--- config.mk ---
export PLATFORM = sky130hd
export DESIGN_NAME = ball_ctrl_flat
export DESIGN_NICKNAME = d
export VERILOG_FILES = /design/src/rtl/brick_pkg.sv /design/src/rtl/ball_ctrl_if.sv /design/src/rtl/ball_collide.sv /design/src/rtl/ball_ctrl.sv /design/src/flat_wrapper.sv
export SDC_FILE = /design/constraint.sdc
export NUM_CORES = 1
export LEC_CHECK = 0
export ABC_CLOCK_PERIOD_IN_PS = 4900
export CAP_MARGIN = 20
export CORE_ASPECT_RATIO = 0.8
export CORE_UTILIZATION = 51
export DETAILED_ROUTE_END_ITERATION = 10
export PLACE_DENSITY_LB_ADDON = 0.08
export SLEW_MARGIN = 20
export SYNTH_ARGS = -nofsm -noshare
export SYNTH_HDL_FRONTEND = slang
export SYNTH_SLANG_ARGS = --single-unit
--- constraint.sdc ---
create_clock -name clk -period 4.9 [get_ports clk]
set_input_delay 0.735 -clock clk [delete_from_list [all_inputs] [get_ports clk]]
set_output_delay 0.735 -clock clk [all_outputs]
set_load 0.1 [all_outputs]
--- src/rtl/brick_pkg.sv ---
// Playfield constants and game-state type shared by the
// paddle, brick-grid and ball blocks.
package brick_pkg;

    localparam int BALL_SIZE  = 8;
    localparam int PADDLE_W   = 62;
    localparam int PADDLE_Y   = 440;
    localparam int LEFT_WALL  = 134;
    localparam int RIGHT_WALL = 506;
    localparam int TOP_WALL   = 40;
    localparam int BOTTOM_Y   = 480;
    localparam int LIVES      = 3;

    typedef enum logic [1:0] {
        SERVE,
        PLAY,
        OVER
    } game_state_t;

endpackage

--- src/rtl/ball_ctrl_if.sv ---
// Paddle/button inputs and ball/game-state outputs of ball_ctrl.
// master drives the inputs; slave is the ball controller.
interface ball_ctrl_if;

    logic       tick;
    logic       start;
    logic [8:0] paddle_x;
    logic       brick_hit;
    logic [9:0] ball_x;
    logic [9:0] ball_y;
    logic       dir_x;
    logic       dir_y;
    logic [1:0] lives;
    logic       miss;
    logic       game_over;

    modport master (
        output tick, start, paddle_x, brick_hit,
        input  ball_x, ball_y, dir_x, dir_y,
        input  lives, miss, game_over
    );

    modport slave (
        input  tick, start, paddle_x, brick_hit,
        output ball_x, ball_y, dir_x, dir_y,
        output lives, miss, game_over
    );

endinterface

--- src/rtl/ball_collide.sv ---
// Combinational reflection: walls, paddle and brick pulse.
// Contact-point english on paddle hits with BALL_CTRL_ENGLISH_EN.
module ball_collide
#(
    parameter int BALL_SIZE  = brick_pkg::BALL_SIZE,
    parameter int PADDLE_W   = brick_pkg::PADDLE_W,
    parameter int PADDLE_Y   = brick_pkg::PADDLE_Y,
    parameter int LEFT_WALL  = brick_pkg::LEFT_WALL,
    parameter int RIGHT_WALL = brick_pkg::RIGHT_WALL,
    parameter int TOP_WALL   = brick_pkg::TOP_WALL
)
(
    input  logic       i_step,
    input  logic       i_brick,
    input  logic [9:0] i_x,
    input  logic [9:0] i_y,
    input  logic [8:0] i_paddle_x,
    input  logic       i_dir_x,
    input  logic       i_dir_y,
    output logic       o_dir_x,
    output logic       o_dir_y
);

    logic [10:0] w_x;
    logic [10:0] w_y;
    logic [10:0] w_px;
    logic        w_paddle_hit;

    assign w_x  = {1'b0, i_x};
    assign w_y  = {1'b0, i_y};
    assign w_px = {2'b00, i_paddle_x};

    assign w_paddle_hit = i_dir_y
        && (w_y + 11'(BALL_SIZE) == 11'(PADDLE_Y))
        && (w_x + 11'(BALL_SIZE) > w_px)
        && (w_x < w_px + 11'(PADDLE_W));

`ifdef BALL_CTRL_ENGLISH_EN
    logic [10:0] w_cx;
    assign w_cx = w_x + 11'(BALL_SIZE / 2);
`endif

    always_comb begin
        o_dir_x = i_dir_x;
        o_dir_y = i_dir_y;
        if (i_step) begin
            if (w_x <= 11'(LEFT_WALL) && !i_dir_x)
                o_dir_x = 1'b1;
            if (w_x + 11'(BALL_SIZE) >= 11'(RIGHT_WALL) && i_dir_x)
                o_dir_x = 1'b0;
            if (w_y <= 11'(TOP_WALL) && !i_dir_y)
                o_dir_y = 1'b1;
            if (w_paddle_hit) begin
                o_dir_y = 1'b0;
`ifdef BALL_CTRL_ENGLISH_EN
                if (w_cx < w_px + 11'(PADDLE_W / 3))
                    o_dir_x = 1'b0;
                else if (w_cx >= w_px + 11'(2 * PADDLE_W / 3))
                    o_dir_x = 1'b1;
`endif
            end
        end
        // brick pulse flips last so it wins over the wall/paddle result
        if (i_brick)
            o_dir_y = !o_dir_y;
    end

endmodule

--- src/rtl/ball_ctrl.sv ---
// Ball position, serve/play/over FSM and lives counter.
// Optional paddle english: define BALL_CTRL_ENGLISH_EN.
module ball_ctrl
#(
    parameter int BALL_SIZE  = brick_pkg::BALL_SIZE,
    parameter int PADDLE_W   = brick_pkg::PADDLE_W,
    parameter int PADDLE_Y   = brick_pkg::PADDLE_Y,
    parameter int LEFT_WALL  = brick_pkg::LEFT_WALL,
    parameter int RIGHT_WALL = brick_pkg::RIGHT_WALL,
    parameter int TOP_WALL   = brick_pkg::TOP_WALL,
    parameter int BOTTOM_Y   = brick_pkg::BOTTOM_Y,
    parameter int LIVES      = brick_pkg::LIVES
)
(
    input  logic        clk,
    input  logic        rst,
    ball_ctrl_if.slave  bus
);

    import brick_pkg::*;

    localparam logic [9:0] X_OFS = 10'(PADDLE_W / 2 - BALL_SIZE / 2);
    localparam logic [9:0] RST_X = 10'(290) + X_OFS;
    localparam logic [9:0] SRV_Y = 10'(PADDLE_Y - BALL_SIZE);

    game_state_t r_state;
    game_state_t w_state_nx;
    logic [9:0]  r_x;
    logic [9:0]  r_y;
    logic [9:0]  w_x_nx;
    logic [9:0]  w_y_nx;
    logic [9:0]  w_x_mv;
    logic [9:0]  w_y_mv;
    logic        r_dx;
    logic        r_dy;
    logic        w_dx_nx;
    logic        w_dy_nx;
    logic        w_dx_col;
    logic        w_dy_col;
    logic [1:0]  r_lives;
    logic [1:0]  w_lives_nx;
    logic        r_miss;
    logic        w_miss_nx;

    ball_collide #(
        .BALL_SIZE  (BALL_SIZE),
        .PADDLE_W   (PADDLE_W),
        .PADDLE_Y   (PADDLE_Y),
        .LEFT_WALL  (LEFT_WALL),
        .RIGHT_WALL (RIGHT_WALL),
        .TOP_WALL   (TOP_WALL)
    ) u_collide (
        .i_step     (bus.tick),
        .i_brick    (bus.brick_hit),
        .i_x        (r_x),
        .i_y        (r_y),
        .i_paddle_x (bus.paddle_x),
        .i_dir_x    (r_dx),
        .i_dir_y    (r_dy),
        .o_dir_x    (w_dx_col),
        .o_dir_y    (w_dy_col)
    );

    assign w_x_mv = w_dx_col ? r_x + 10'd1 : r_x - 10'd1;
    assign w_y_mv = w_dy_col ? r_y + 10'd1 : r_y - 10'd1;

    always_comb begin
        w_state_nx = r_state;
        w_x_nx     = r_x;
        w_y_nx     = r_y;
        w_dx_nx    = r_dx;
        w_dy_nx    = r_dy;
        w_lives_nx = r_lives;
        w_miss_nx  = 1'b0;
        unique case (r_state)
            SERVE: begin
                w_x_nx = {1'b0, bus.paddle_x} + X_OFS;
                w_y_nx = SRV_Y;
                if (!bus.start) begin
                    w_state_nx = PLAY;
                    w_dx_nx    = 1'b1;
                    w_dy_nx    = 1'b0;
                end
            end
            PLAY: begin
                w_dx_nx = w_dx_col;
                w_dy_nx = w_dy_col;
                if (bus.tick) begin
                    w_x_nx = w_x_mv;
                    w_y_nx = w_y_mv;
                    if ({1'b0, w_y_mv} + 11'(BALL_SIZE)
                        >= 11'(BOTTOM_Y)) begin
                        w_miss_nx  = 1'b1;
                        w_lives_nx = r_lives - 2'd1;
                        w_state_nx = (r_lives == 2'd1) ? OVER : SERVE;
                    end
                end
            end
            default: ;
        endcase
    end

    always_ff @(posedge clk) begin
        if (rst) begin
            r_state <= SERVE;
            r_x     <= RST_X;
            r_y     <= SRV_Y;
            r_dx    <= 1'b1;
            r_dy    <= 1'b0;
            r_lives <= 2'(LIVES);
            r_miss  <= 1'b0;
        end else begin
            r_state <= w_state_nx;
            r_x     <= w_x_nx;
            r_y     <= w_y_nx;
            r_dx    <= w_dx_nx;
            r_dy    <= w_dy_nx;
            r_lives <= w_lives_nx;
            r_miss  <= w_miss_nx;
        end
    end

    assign bus.ball_x    = r_x;
    assign bus.ball_y    = r_y;
    assign bus.dir_x     = r_dx;
    assign bus.dir_y     = r_dy;
    assign bus.lives     = r_lives;
    assign bus.miss      = r_miss;
    assign bus.game_over = (r_state == OVER);

endmodule

--- src/flat_wrapper.sv ---
// flat-port wrapper written by rule: the top's interface ports become plain ports
module ball_ctrl_flat import brick_pkg::*;
#(
    parameter int BALL_SIZE  = brick_pkg::BALL_SIZE,
    parameter int PADDLE_W   = brick_pkg::PADDLE_W,
    parameter int PADDLE_Y   = brick_pkg::PADDLE_Y,
    parameter int LEFT_WALL  = brick_pkg::LEFT_WALL,
    parameter int RIGHT_WALL = brick_pkg::RIGHT_WALL,
    parameter int TOP_WALL   = brick_pkg::TOP_WALL,
    parameter int BOTTOM_Y   = brick_pkg::BOTTOM_Y,
    parameter int LIVES      = brick_pkg::LIVES
)
  (clk, rst, bus_tick, bus_start, bus_paddle_x, bus_brick_hit, bus_ball_x, bus_ball_y, bus_dir_x, bus_dir_y, bus_lives, bus_miss, bus_game_over);
  ball_ctrl_if bus_i ();
  input  logic clk;
  input  logic rst;
  input wire logic [$bits(bus_i.tick)-1:0] bus_tick;
  input wire logic [$bits(bus_i.start)-1:0] bus_start;
  input wire logic [$bits(bus_i.paddle_x)-1:0] bus_paddle_x;
  input wire logic [$bits(bus_i.brick_hit)-1:0] bus_brick_hit;
  output wire logic [$bits(bus_i.ball_x)-1:0] bus_ball_x;
  output wire logic [$bits(bus_i.ball_y)-1:0] bus_ball_y;
  output wire logic [$bits(bus_i.dir_x)-1:0] bus_dir_x;
  output wire logic [$bits(bus_i.dir_y)-1:0] bus_dir_y;
  output wire logic [$bits(bus_i.lives)-1:0] bus_lives;
  output wire logic [$bits(bus_i.miss)-1:0] bus_miss;
  output wire logic [$bits(bus_i.game_over)-1:0] bus_game_over;
  assign bus_i.tick = bus_tick;
  assign bus_i.start = bus_start;
  assign bus_i.paddle_x = bus_paddle_x;
  assign bus_i.brick_hit = bus_brick_hit;
  assign bus_ball_x = bus_i.ball_x;
  assign bus_ball_y = bus_i.ball_y;
  assign bus_dir_x = bus_i.dir_x;
  assign bus_dir_y = bus_i.dir_y;
  assign bus_lives = bus_i.lives;
  assign bus_miss = bus_i.miss;
  assign bus_game_over = bus_i.game_over;
  ball_ctrl #(.BALL_SIZE(BALL_SIZE), .PADDLE_W(PADDLE_W), .PADDLE_Y(PADDLE_Y), .LEFT_WALL(LEFT_WALL), .RIGHT_WALL(RIGHT_WALL), .TOP_WALL(TOP_WALL), .BOTTOM_Y(BOTTOM_Y), .LIVES(LIVES)) u_core (.clk(clk), .rst(rst), .bus(bus_i));
endmodule
Yosys cells after proc, flatten, opt, wreduce, memory -nomap -nowiden
Cells that the tools add are included.
{"block": "totals", "register_bits": 27, "inputBits": 14, "out_inout_bits": 26, "wordCells": 71}
{"block": "op_classes", "bitwise_logic": 2, "eq_ne": 7, "magnitude_cmp": 6, "add_sub_neg": 10, "muxes": 23, "n_reduce_logical": 16}
{"operator": "2-to-1 mux 10 bit", "count": 4}
{"operator": "one-hot mux 10 bit (2 select lines)", "count": 2}
{"operator": "adder 10 x 4 -> 11 bit, second input constant", "count": 3}
{"operator": "greater-or-equal comparator 11 x 9 -> 1 bit, second input constant", "count": 2}
{"operator": "adder 10 x 1 -> 10 bit, second input constant", "count": 2}
{"operator": "subtractor 10 x 1 -> 10 bit, second input constant", "count": 2}
{"operator": "equality test 11 x 9 -> 1 bit, second input constant", "count": 1}
{"operator": "greater-than comparator 11 x 9 -> 1 bit", "count": 1}
{"operator": "adder 9 x 5 -> 10 bit, second input constant", "count": 1}
{"operator": "adder 9 x 6 -> 10 bit, second input constant", "count": 1}
{"operator": "<= comparator 10 x 6 -> 1 bit, second input constant", "count": 1}
{"operator": "<= comparator 10 x 8 -> 1 bit, second input constant", "count": 1}
{"operator": "less-than comparator 10 bit", "count": 1}
{"operator": "2-to-1 mux 1 bit", "count": 10}
{"operator": "2-to-1 mux 2 bit", "count": 4}
{"operator": "logical AND 1 bit", "count": 6}
{"operator": "equality test 2 x 1 -> 1 bit, second input constant", "count": 2}
{"operator": "!= test 2 bit, second input constant", "count": 2}
{"operator": "one-hot mux 1 bit (2 select lines)", "count": 2}
{"operator": "one-hot mux 2 bit (2 select lines)", "count": 1}
{"operator": "AND reduction 2 bit", "count": 2}
{"operator": "AND reduction 4 bit", "count": 1}
{"operator": "zero test 1 bit", "count": 3}
{"operator": "AND reduction 3 bit", "count": 1}
{"operator": "other kinds (7)", "count": 8}

Longest topological paths before layout
Gate-level depths: netlist (run 1).
{"block": "logic_depth", "ltp_word": 15, "ltp_mapped": 23, "mapped_depth_nobuf": 22}

Hierarchy
Synthesis (run 1) repeated with hierarchy kept, for this count alone.
{"block": "unflattened", "cells_unflattened": 358, "hier_area_um2": 2830.2}
{"module": "ball_ctrl", "cells_per_inst": 251, "instances": 1, "seq_area_each_um2": 540.5, "area_each_um2": 2034.5}
{"module": "ball_collide", "cells_per_inst": 107, "instances": 1, "seq_area_each_um2": 0.0, "area_each_um2": 795.8}

Least setup slack after synthesis (run 1)
OpenSTA, ideal clock, no wires.
{"block": "synth_path", "kind": "register to register", "startpoint": "register u_core.r_x[4] (netlist: u_core.bus.ball_x[4])", "endpoint": "register u_core.r_miss (netlist: u_core.bus.miss)", "path_stages_with_launch": 21, "path_buffers": 1, "arrival_time_ns": 5.037, "synth_period_minus_slack_ns": 5.151, "t_required_ns": 4.785, "setup_slack_ns": -0.251, "path_cell_list": "dfxtp_1 > ha_1 > nand3_1 > xnor2_1 > ha_1 > nand2_1 > nor3_1 > o22ai_1 > o2111a_1 > nor4_4 > buf_6 > xnor2_1 > ha_1 > nor3_1 > nand3_1 > or4_1 > o21ai_2 > xor2_1 > a41oi_2 > o211a_4 > and2_1"}
{"block": "synth_between", "elab_chain_cells": 12, "elab_cells_between_ends": 13}
{"element": "from (decl)", "line_no": "ball_ctrl.sv:28", "source": "logic [9:0] r_x;"}
{"element": "from (signal assigned)", "line_no": "ball_ctrl.sv:114", "source": "r_x <= w_x_nx;"}
{"element": "adder 10 x 4 -> 11 bit", "line_no": "ball_collide.sv:35", "source": "&& (w_x + 11'(BALL_SIZE) > w_px)"}
{"element": "greater-than comparator 11 x 9 -> 1 bit", "line_no": "ball_collide.sv:35"}
{"element": "logical AND 1 bit", "line_no": "ball_collide.sv:35"}
{"element": "logical AND 1 bit (*)", "line_no": "ball_collide.sv:36", "source": "&& (w_x < w_px + 11'(PADDLE_W));"}
{"element": "2-to-1 mux 1 bit (*)", "line_no": "ball_collide.sv:53", "source": "if (w_paddle_hit) begin"}
{"element": "2-to-1 mux 1 bit (*)", "line_no": "ball_collide.sv:46", "source": "if (i_step) begin"}
{"element": "zero test 1 bit", "line_no": "ball_collide.sv:65", "source": "o_dir_y = !o_dir_y;"}
{"element": "2-to-1 mux 1 bit (*)", "line_no": "ball_collide.sv:64", "source": "if (i_brick)"}
{"element": "2-to-1 mux 10 bit (*)", "line_no": "ball_ctrl.sv:65", "source": "assign w_y_mv = w_dy_col ? r_y + 10'd1 : r_y - 10'd1;"}
{"element": "adder 10 x 4 -> 11 bit (*)", "line_no": "ball_ctrl.sv:91", "source": "if ({1'b0, w_y_mv} + 11'(BALL_SIZE)"}
{"element": "greater-or-equal comparator 11 x 9 -> 1 bit (*)", "line_no": "ball_ctrl.sv:92", "source": ">= 11'(BOTTOM_Y)) begin"}
{"element": "2-to-1 mux 1 bit (*)", "line_no": "ball_ctrl.sv:91"}
{"element": "to (signal assigned)", "line_no": "ball_ctrl.sv:119", "source": "r_miss <= w_miss_nx;"}
{"element": "to (decl)", "line_no": "ball_ctrl.sv:42", "source": "logic r_miss;"}
Every way passes the cells marked *; elsewhere a longest branch is shown, timed or not.
A chain may end at the register's enable or synchronous reset.

Worst setup path after layout (run 1)
{"block": "layout_path", "startpoint": "register u_core.r_x[4] (netlist: u_core.bus.ball_x[4])", "endpoint": "register u_core.r_x[9] (netlist: u_core.bus.ball_x[9])"}
{"block": "layout_between", "elab_chain_cells": 8, "elab_cells_between_ends": 13}
{"element": "adder 10 x 4 -> 11 bit / <= comparator 10 x 8 -> 1 bit (equally long branches)", "line_no": "ball_collide.sv:49, ball_collide.sv:47"}
{"element": "greater-or-equal comparator 11 x 9 -> 1 bit / logical AND 1 bit (equally long branches)", "line_no": "ball_collide.sv:49, ball_collide.sv:47"}
{"element": "logical AND 1 bit / 2-to-1 mux 1 bit (equally long branches)", "line_no": "ball_collide.sv:49, ball_collide.sv:47"}
{"element": "2-to-1 mux 1 bit", "line_no": "ball_collide.sv:49", "source": "if (w_x + 11'(BALL_SIZE) >= 11'(RIGHT_WALL) && i_dir_x)"}
{"element": "2-to-1 mux 1 bit", "line_no": "ball_collide.sv:46"}
{"element": "2-to-1 mux 10 bit (*)", "line_no": "ball_ctrl.sv:64", "source": "assign w_x_mv = w_dx_col ? r_x + 10'd1 : r_x - 10'd1;"}
{"element": "2-to-1 mux 10 bit (*)", "line_no": "ball_ctrl.sv:88", "source": "if (bus.tick) begin"}
{"element": "one-hot mux 10 bit (2 select lines) (*)", "line_no": "ball_ctrl.sv:75", "source": "unique case (r_state)"}
Every way passes the cells marked *; elsewhere a longest branch is shown, timed or not. The select of a mux whose other input is x is not followed.

==> out/metrics.cfg, run 1 <==
[run_status]
result_of_the_run = finished clean

[worst_setup_path]
worstPathRequired_ns = 5.05
crit_path_cell_trace = ha_1 > xor2_1 > o2111a_1 > a31oi_1 > o22ai_1 > ha_1 > a21o_1 > a21o_1 > a21o_1 > a21o_1 > a21o_1 > a21o_1 > a31oi_1 > mux2i_1 > mux2_1 > a221oi_1 > nor2_1
timing.critical_path.mode_cell = a21o_1
timing.critical_path.from_type = register
cpMaxStageDelayCell = dfxtp_2
cp-end-kind = register
timing.critical_path.arrival_ns = 4.74
critical_path.max_stage_delay_ns = 0.48
critical_path_peak_fanout = 10
criticalPathCategory = reg2reg

[global_route]
maximum_number_of_pins_on_one_net_before_global_route_repair = 20
antenna_violations_before_repair = 0
grt_remaining_overflow = 0
grt_first_pass_wirelength_um = 13400
first_global_vias = 2735
track_usage_pct = 29.2

[cts]
number_of_buffers_added_by_the_clock_tree_synthesis_step = 3
post_cts_hold_buffer_count = 0
clkTransAtPathRegs_ns = 0.10
cts_tree = done
cts.htree.levels = 1
clock-sinks = 27
clock_root_buffer = clkbuf_8
cts.path.max_buffers = 2
clk-insertion-delay-late_ns = 0.27

[final_layout]
post_route_cells_drive_above_1_share_pct = 17.9
fin_nets = 483
diodes = 0
syn_to_final_growth_pct = 29.9
finish.utilization_pct = 71.6

[sta]
timing.final.crit_share_pct = 93.9
unrepaired_setup_endpoints_after_global_routing = no
final.hold.worst_slack_ns = 0.542
layout_min_cycle_time_ns = 4.60
clock.fmax_ghz = 0.217
fin_tns_setup_ns = 0
max-slew-margin-rel_pct = 34.2
final-max-slew-violation-count = 0
worst-slew-pin-transition_ns = 0.984
post_route_clock_skew_ns = 0.00765
hold_violations_final = 0
setup-violations-final = 0

[yosys]
cell_count_after_synthesis = 369
ys_top_cells_by_count = nand2_1 (37), ha_1 (36), nor2_1 (31), dfxtp_1 (27)
ys.flop_type = dfxtp_1
post_synth_mux_area_share_pct = 3.55
async_reset_ff_share_pct = 0
syn_area_um2 = 2850
postSynthRegisterBits = 27
synth_xor_xnor_area_share_pct = 8.90
synth.avg_cell_area_um2 = 7.73
dominant_combinational_cell_family_by_area_after_synthesis = simple AND/OR/NAND/NOR gates
proportion_of_netlist_area_held_by_the_largest_area_contributor_pct = 18.9
compound_cell_area_share_of_the_yosys_netlist_pct = 22.4
yosys.cell_count.top_type = nand2_1
yosys_warnings = 0
synth_edf_count = 0
synth.area.top_cells = dfxtp_1 (19%), ha_1 (16%), xnor2_1 (6.1%)
synthDominantAreaCellType = dfxtp_1
post_synth_simple_gate_area_pct = 24.3
synth_sequential_area_ratio_pct = 18.9
synth-adder-area-share_pct = 16.5
yosys_cell_types = 59
post_synth_net_total = 420

[run]
drv.max_cap_violation_count = 0

[floorplanning]
dieWidth_um = 85.6
design.portCount = 40
floorplan.die_area_um2 = 5900
core_region_area_um2 = 5180
die_y_um = 68.9
num_rows = 23
initial_utilization_pct = 55.1

[power]
leakage_power_nw = 1.68
p_per_area_nw_per_um2 = 228
power.ir.vdd_worst_uv = 187

[route]
avgRoutedWirePerCell_um = 17.0
drt_first_iter_violations = 228
totalWireLength_um = 8370
detailedRoute.firstPassIterationCount = 5
drc = 0
route.antenna.remaining_nets = 0
drt-vias-per-instance = 6.17
detailroute.via_count = 3041

[place]
detailed_place_hpwl_um = 6330
numPortBuffers = 39
finalWeightedCongestion = 0.972

[min_path]
min-delay-path-class = reg2reg

==> timing repair <==
item	in CTS	in global routing
setup endpoints to repair	0	5
buffers inserted	0	2
gates resized for setup	0	30
==> registers in the layout, summed over array words and instances (netlist names) <==
signal             flops
u_core.r_state         2
u_core.bus.miss        1
u_core.bus.dir_x       1
u_core.bus.dir_y       1
u_core.bus.lives       2
u_core.bus.ball_y     10
u_core.bus.ball_x     10
==> kinds of logic (layout without fill, tap and decap cells) <==
group	count (synthesis)	count (layout)
XOR/XNOR	29	29
flip-flops	27	27
AND/OR/NAND/NOR	136	136
AO/OA/AOI/OAI	92	92
adder cells (fa/ha/maj)	37	37
multiplexers	10	10
buffers and inverters	38	100
==> where the power goes <==
group | total [mW] | internal [mW] | leakage, nW | switching [mW]
clock | 0.129 | 0.0570 | 0.0255 | 0.0722
combinational | 0.445 | 0.179 | 1.43 | 0.266
sequential | 0.273 | 0.234 | 0.221 | 0.0392
total | 0.847 | 0.470 | 1.68 | 0.377
==> worst paths after layout <==
path,slack (ns),cells past startpoint,from,endpoint
setup / recovery,0.30,17,u_core.bus.ball_x[4]$_SDFFE_PP1P_,u_core.bus.ball_x[9]$_SDFFE_PP0P_
hold / removal,0.54,2,u_core.bus.lives[1]$_SDFFE_PP1P_,u_core.bus.lives[1]$_SDFFE_PP1P_
setup reg to reg,0.30,17,u_core.bus.ball_x[4]$_SDFFE_PP1P_,u_core.bus.ball_x[9]$_SDFFE_PP0P_
hold reg to reg,0.54,2,u_core.bus.lives[1]$_SDFFE_PP1P_,u_core.bus.lives[1]$_SDFFE_PP1P_
==> critical path, delay by kind of cell, from the launching register on <==
family | cells | cell delay [ns]
mux | 2 | 0.63
xor+xnor | 1 | 0.30
flops | 1 | 0.48
simple gates | 1 | 0.06
fa+ha+maj | 2 | 0.60
compound gates | 11 | 2.38
==> cell type report <==
cell class | count | area (µm²)
clock buffer | 3 | 41.3
clock inverter | 1 | 5.00
fill | 425 | 1470
inverter | 21 | 82.6
multi-input combinational | 304 | 2270
sequential | 27 | 547
tap | 62 | 77.6
timing repair buffer | 75 | 679
==> through the flow <==
stage / instances / cell area [µm²] / power (mW) / setup WS [ns]
global placement: 487 / 3510 / 0.683 / -0.185
detailed placement: 487 / 3510 / 0.693 / -0.263
CTS: 491 / 3550 / 0.824 / 0.0131
finish: 493 / 3710 / 0.847 / 0.300
global route: 493 / 3710 / 0.901 / 0.0291
floorplan: 369 / 2860 / 0.570 / 0.174
==> metal layers <==
layer  wire, µm  GRT usage (%)  vias up
li1           -              -     1465
met2       3490           45.5      136
met3        688           4.40        6
met1       4120           43.0     1434
met4         63           5.21        0
met5          0              0        -
==> cells in the final DEF (no fill, tap or decap), drive strengths merged, types with 12 or more instances in the layout <==
master	count
nand3	16
clkdlybuf4s50	33
nand2	37
buf	36
a21o	12
ha	36
nor2	31
a21oi	19
dfxtp	27
inv	20
o21ai	18
xnor2	20
(Power assumes the default switching activity.)
==> run 2, diff against run 1 <==
- GPL_ROUTABILITY_DRIVEN: not set -> 0
==> out/metrics.cfg, run 2 (synthesis results as in run 1) <==
[run_status]
result_of_the_run = finished clean  ; unchanged

[run]
drv.max_cap_violation_count = 0  ; unchanged

[floorplanning]
dieWidth_um = 85.6  ; unchanged
num_rows = 23  ; unchanged
core_region_area_um2 = 5180  ; unchanged
design.portCount = 40  ; unchanged
die_y_um = 68.9  ; unchanged
initial_utilization_pct = 55.1  ; unchanged
floorplan.die_area_um2 = 5900  ; unchanged

[worst_setup_path]
worstPathRequired_ns = 5.04  ; was 5.05 ns
timing.critical_path.mode_cell = a21o_1  ; unchanged
crit_path_cell_trace = ha_1 > xor2_1 > o2111a_1 > a31oi_1 > o22ai_1 > ha_1 > a21o_1 > a21o_1 > a21o_1 > a21o_1 > a21o_1 > a21o_1 > a31oi_1 > mux2i_1 > mux2_1 > a221oi_1 > nor2_1  ; unchanged
critical_path.max_stage_delay_ns = 0.49  ; was 0.48 ns
worstReg2RegStart = u_core.bus.ball_x[4]$_SDFFE_PP1P_  ; unchanged
timing.critical_path.from_type = register  ; unchanged
critical_path_peak_fanout = 10  ; unchanged
cell_depth_of_the_worst_flop_to_flop_path = 17  ; unchanged
criticalPathCategory = reg2reg  ; unchanged
timing.rr.end = u_core.bus.ball_x[9]$_SDFFE_PP0P_  ; unchanged
cp-end-kind = register  ; unchanged
regToRegSetupSlack_ns = 0.36  ; was 0.30 ns
timing.critical_path.arrival_ns = 4.68  ; was 4.74 ns
cpMaxStageDelayCell = dfxtp_2  ; unchanged
worst_path_dominant_cell_family = compound AO/OA/AOI/OAI gates  ; unchanged
worst-path-buf-inv = 0  ; unchanged

[sta]
hold_violations_final = 0  ; unchanged
setup-violations-final = 0  ; unchanged
timing.final.crit_share_pct = 92.6  ; was 93.9%
unrepaired_setup_endpoints_after_global_routing = no  ; unchanged
clock.fmax_ghz = 0.220  ; was 0.217 GHz
max-slew-margin-rel_pct = 34.5  ; was 34.2%
finalWorstSetupSlack_ns = 0.361  ; was 0.300 ns
fin_tns_setup_ns = 0  ; unchanged
worst-slew-pin-transition_ns = 0.980  ; was 0.984 ns
post_route_clock_skew_ns = 0.00591  ; was 0.00765 ns
layout_min_cycle_time_ns = 4.54  ; was 4.60 ns
final-max-slew-violation-count = 0  ; unchanged

[final_layout]
register_area_um2 = 547  ; unchanged
multiInputGateArea_um2 = 2260  ; was 2270 µm²
n_fill_cell = 412  ; was 425
finish.instance_area_um2 = 3660  ; was 3710 µm²
commonest_non_fill_non_tap_cells_in_the_layout = nand2_1 (37), ha_1 (33), clkdlybuf4s50_1 (33), buf_4 (33), nor2_1 (31)  ; was nand2_1 (37), buf_4 (35), clkdlybuf4s50_1 (33)
syn_to_final_growth_pct = 28.3  ; was 29.9%
diodes = 0  ; unchanged
layout_commonest_cell = nand2_1  ; unchanged
fin_nets = 480  ; was 483
post_route_cells_drive_above_1_share_pct = 16.1  ; was 17.9%
stdcell_count = 490  ; was 493

[route]
avgRoutedWirePerCell_um = 17.1  ; was 17.0 µm
drt-vias-per-instance = 6.06  ; was 6.17
drt_first_iter_violations = 182  ; was 228
route.antenna.remaining_nets = 0  ; unchanged
totalWireLength_um = 8370  ; about the same
detailedRoute.firstPassIterationCount = 4  ; was 5
drc = 0  ; unchanged
detailroute.via_count = 2968  ; was 3041

[global_route]
grt_remaining_overflow = 0  ; unchanged
track_usage_pct = 29.8  ; was 29.2%
maximum_number_of_pins_on_one_net_before_global_route_repair = 20  ; unchanged
antenna_violations_before_repair = 0  ; unchanged
first_global_vias = 2732  ; was 2735
grt_first_pass_wirelength_um = 13700  ; was 13400 µm

[min_path]
min-delay-path-class = reg2reg  ; unchanged
whs_path_cells = 2  ; unchanged
min_from = u_core.bus.lives[1]$_SDFFE_PP1P_  ; unchanged
worst_hold_path.endpoint = u_core.bus.lives[1]$_SDFFE_PP1P_  ; unchanged

[place]
preCtsSetupSlack_ns = -0.276  ; was -0.263 ns
detailed_place_hpwl_um = 6320  ; was 6330 µm
numPortBuffers = 39  ; unchanged
post_dp_cell_area_um2 = 3490  ; was 3510 µm²
placed_instances = 485  ; was 487

[cts]
clkTransAtPathRegs_ns = 0.10  ; about the same
cts.path.max_buffers = 2  ; unchanged
clock_root_buffer = clkbuf_8  ; unchanged
clk-insertion-delay-late_ns = 0.27  ; about the same
cts_tree = done  ; unchanged
clock-sinks = 27  ; unchanged
cts.htree.levels = 1  ; unchanged
number_of_buffers_added_by_the_clock_tree_synthesis_step = 3  ; unchanged

[power]
leakage_power_nw = 1.67  ; was 1.68 nW
p_per_area_nw_per_um2 = 228  ; about the same
power.ir.vdd_worst_uv = 206  ; was 187 µV

[run 2: cell types whose count changed in the layout (fill, tap and decap cells not counted), sizes merged]
cell	delta
buf	-3
clkinvlp	-1
inv	+1
[run 2: how the worst max path moves through the flow]
| stage | startpoint | to | slack, ns | cells after the start |
|---|---|---|---|---|
| floorplan | u_core.bus.ball_x[5]$_SDFFE_PP1P_ | u_core.bus.miss$_SDFF_PP0_ | 0.17 | 20 |
| global placement | bus_paddle_x[1] | u_core.bus.miss$_SDFF_PP0_ | -0.17 | 21 |
| detailed placement | bus_paddle_x[2] | u_core.bus.miss$_SDFF_PP0_ | -0.28 | 21 |
| CTS | bus_paddle_x[1] | u_core.bus.miss$_SDFF_PP0_ | 0.01 | 21 |
| global route | u_core.bus.ball_x[4]$_SDFFE_PP1P_ | u_core.bus.ball_x[9]$_SDFFE_PP0P_ | 0.09 | 17 |
| finish | u_core.bus.ball_x[4]$_SDFFE_PP1P_ | u_core.bus.ball_x[9]$_SDFFE_PP0P_ | 0.36 | 17 |
[run 2: metrics by stage]
| step | total power [mW] | hold WS (ns) | utilization [%] |
|---|---|---|---|
| 2_1_floorplan | 0.570 | 0.556 | - |
| 3_3_place_gp | 0.677 | 0.517 | 67.4 |
| 3_5_place_dp | 0.688 | 0.512 | 67.4 |
| 4_1_cts | 0.819 | 0.531 | 68.3 |
| 5_1_grt | 0.889 | 0.561 | 70.7 |
| 6_report | 0.836 | 0.522 | 70.7 |
[run 2: repair_timing]
action | in CTS | in global routing
setup buffers | 0 | 1
gates resized for setup | 0 | 25
hold buffers | 0 | 0
endpoints found under the setup margin | 0 | 5
[run 2: final cells by class]
type | count | area share, %
Clock buffer | 3 | 1.13
Clock inverter | 1 | 0.137
Inverter | 21 | 2.15
Multi-Input combinational cell | 304 | 61.7
Sequential cell | 27 | 14.9
Tap cell | 62 | 2.12
Timing Repair Buffer | 72 | 17.8
[run 2: metal layers]
metal | routed length, µm | GRT usage [%]
met1 | 4100 | 43.6
met2 | 3620 | 46.7
met3 | 601 | 4.64
met4 | 53 | 5.21
met5 | 0 | 0
[run 2: worst register-to-register path, cell delays in order, from the launching register on]
cell and delay [ns]:
dfxtp_2 0.49, ha_1 0.28, xor2_1 0.23, o2111a_1 0.22
a31oi_1 0.13, o22ai_1 0.44, ha_1 0.32, a21o_1 0.18
a21o_1 0.20, a21o_1 0.19, a21o_1 0.20, a21o_1 0.19
a21o_1 0.21, a31oi_1 0.20, mux2i_1 0.25, mux2_1 0.37
a221oi_1 0.25, nor2_1 0.06
[run 2: where the power goes]
| group | internal, mW | switching (mW) | leakage (nW) | total [mW] |
|---|---|---|---|---|
| clock network | 0.0570 | 0.0737 | 0.0255 | 0.131 |
| registers | 0.234 | 0.0385 | 0.221 | 0.273 |
| logic | 0.170 | 0.262 | 1.42 | 0.433 |
| total | 0.462 | 0.374 | 1.67 | 0.836 |
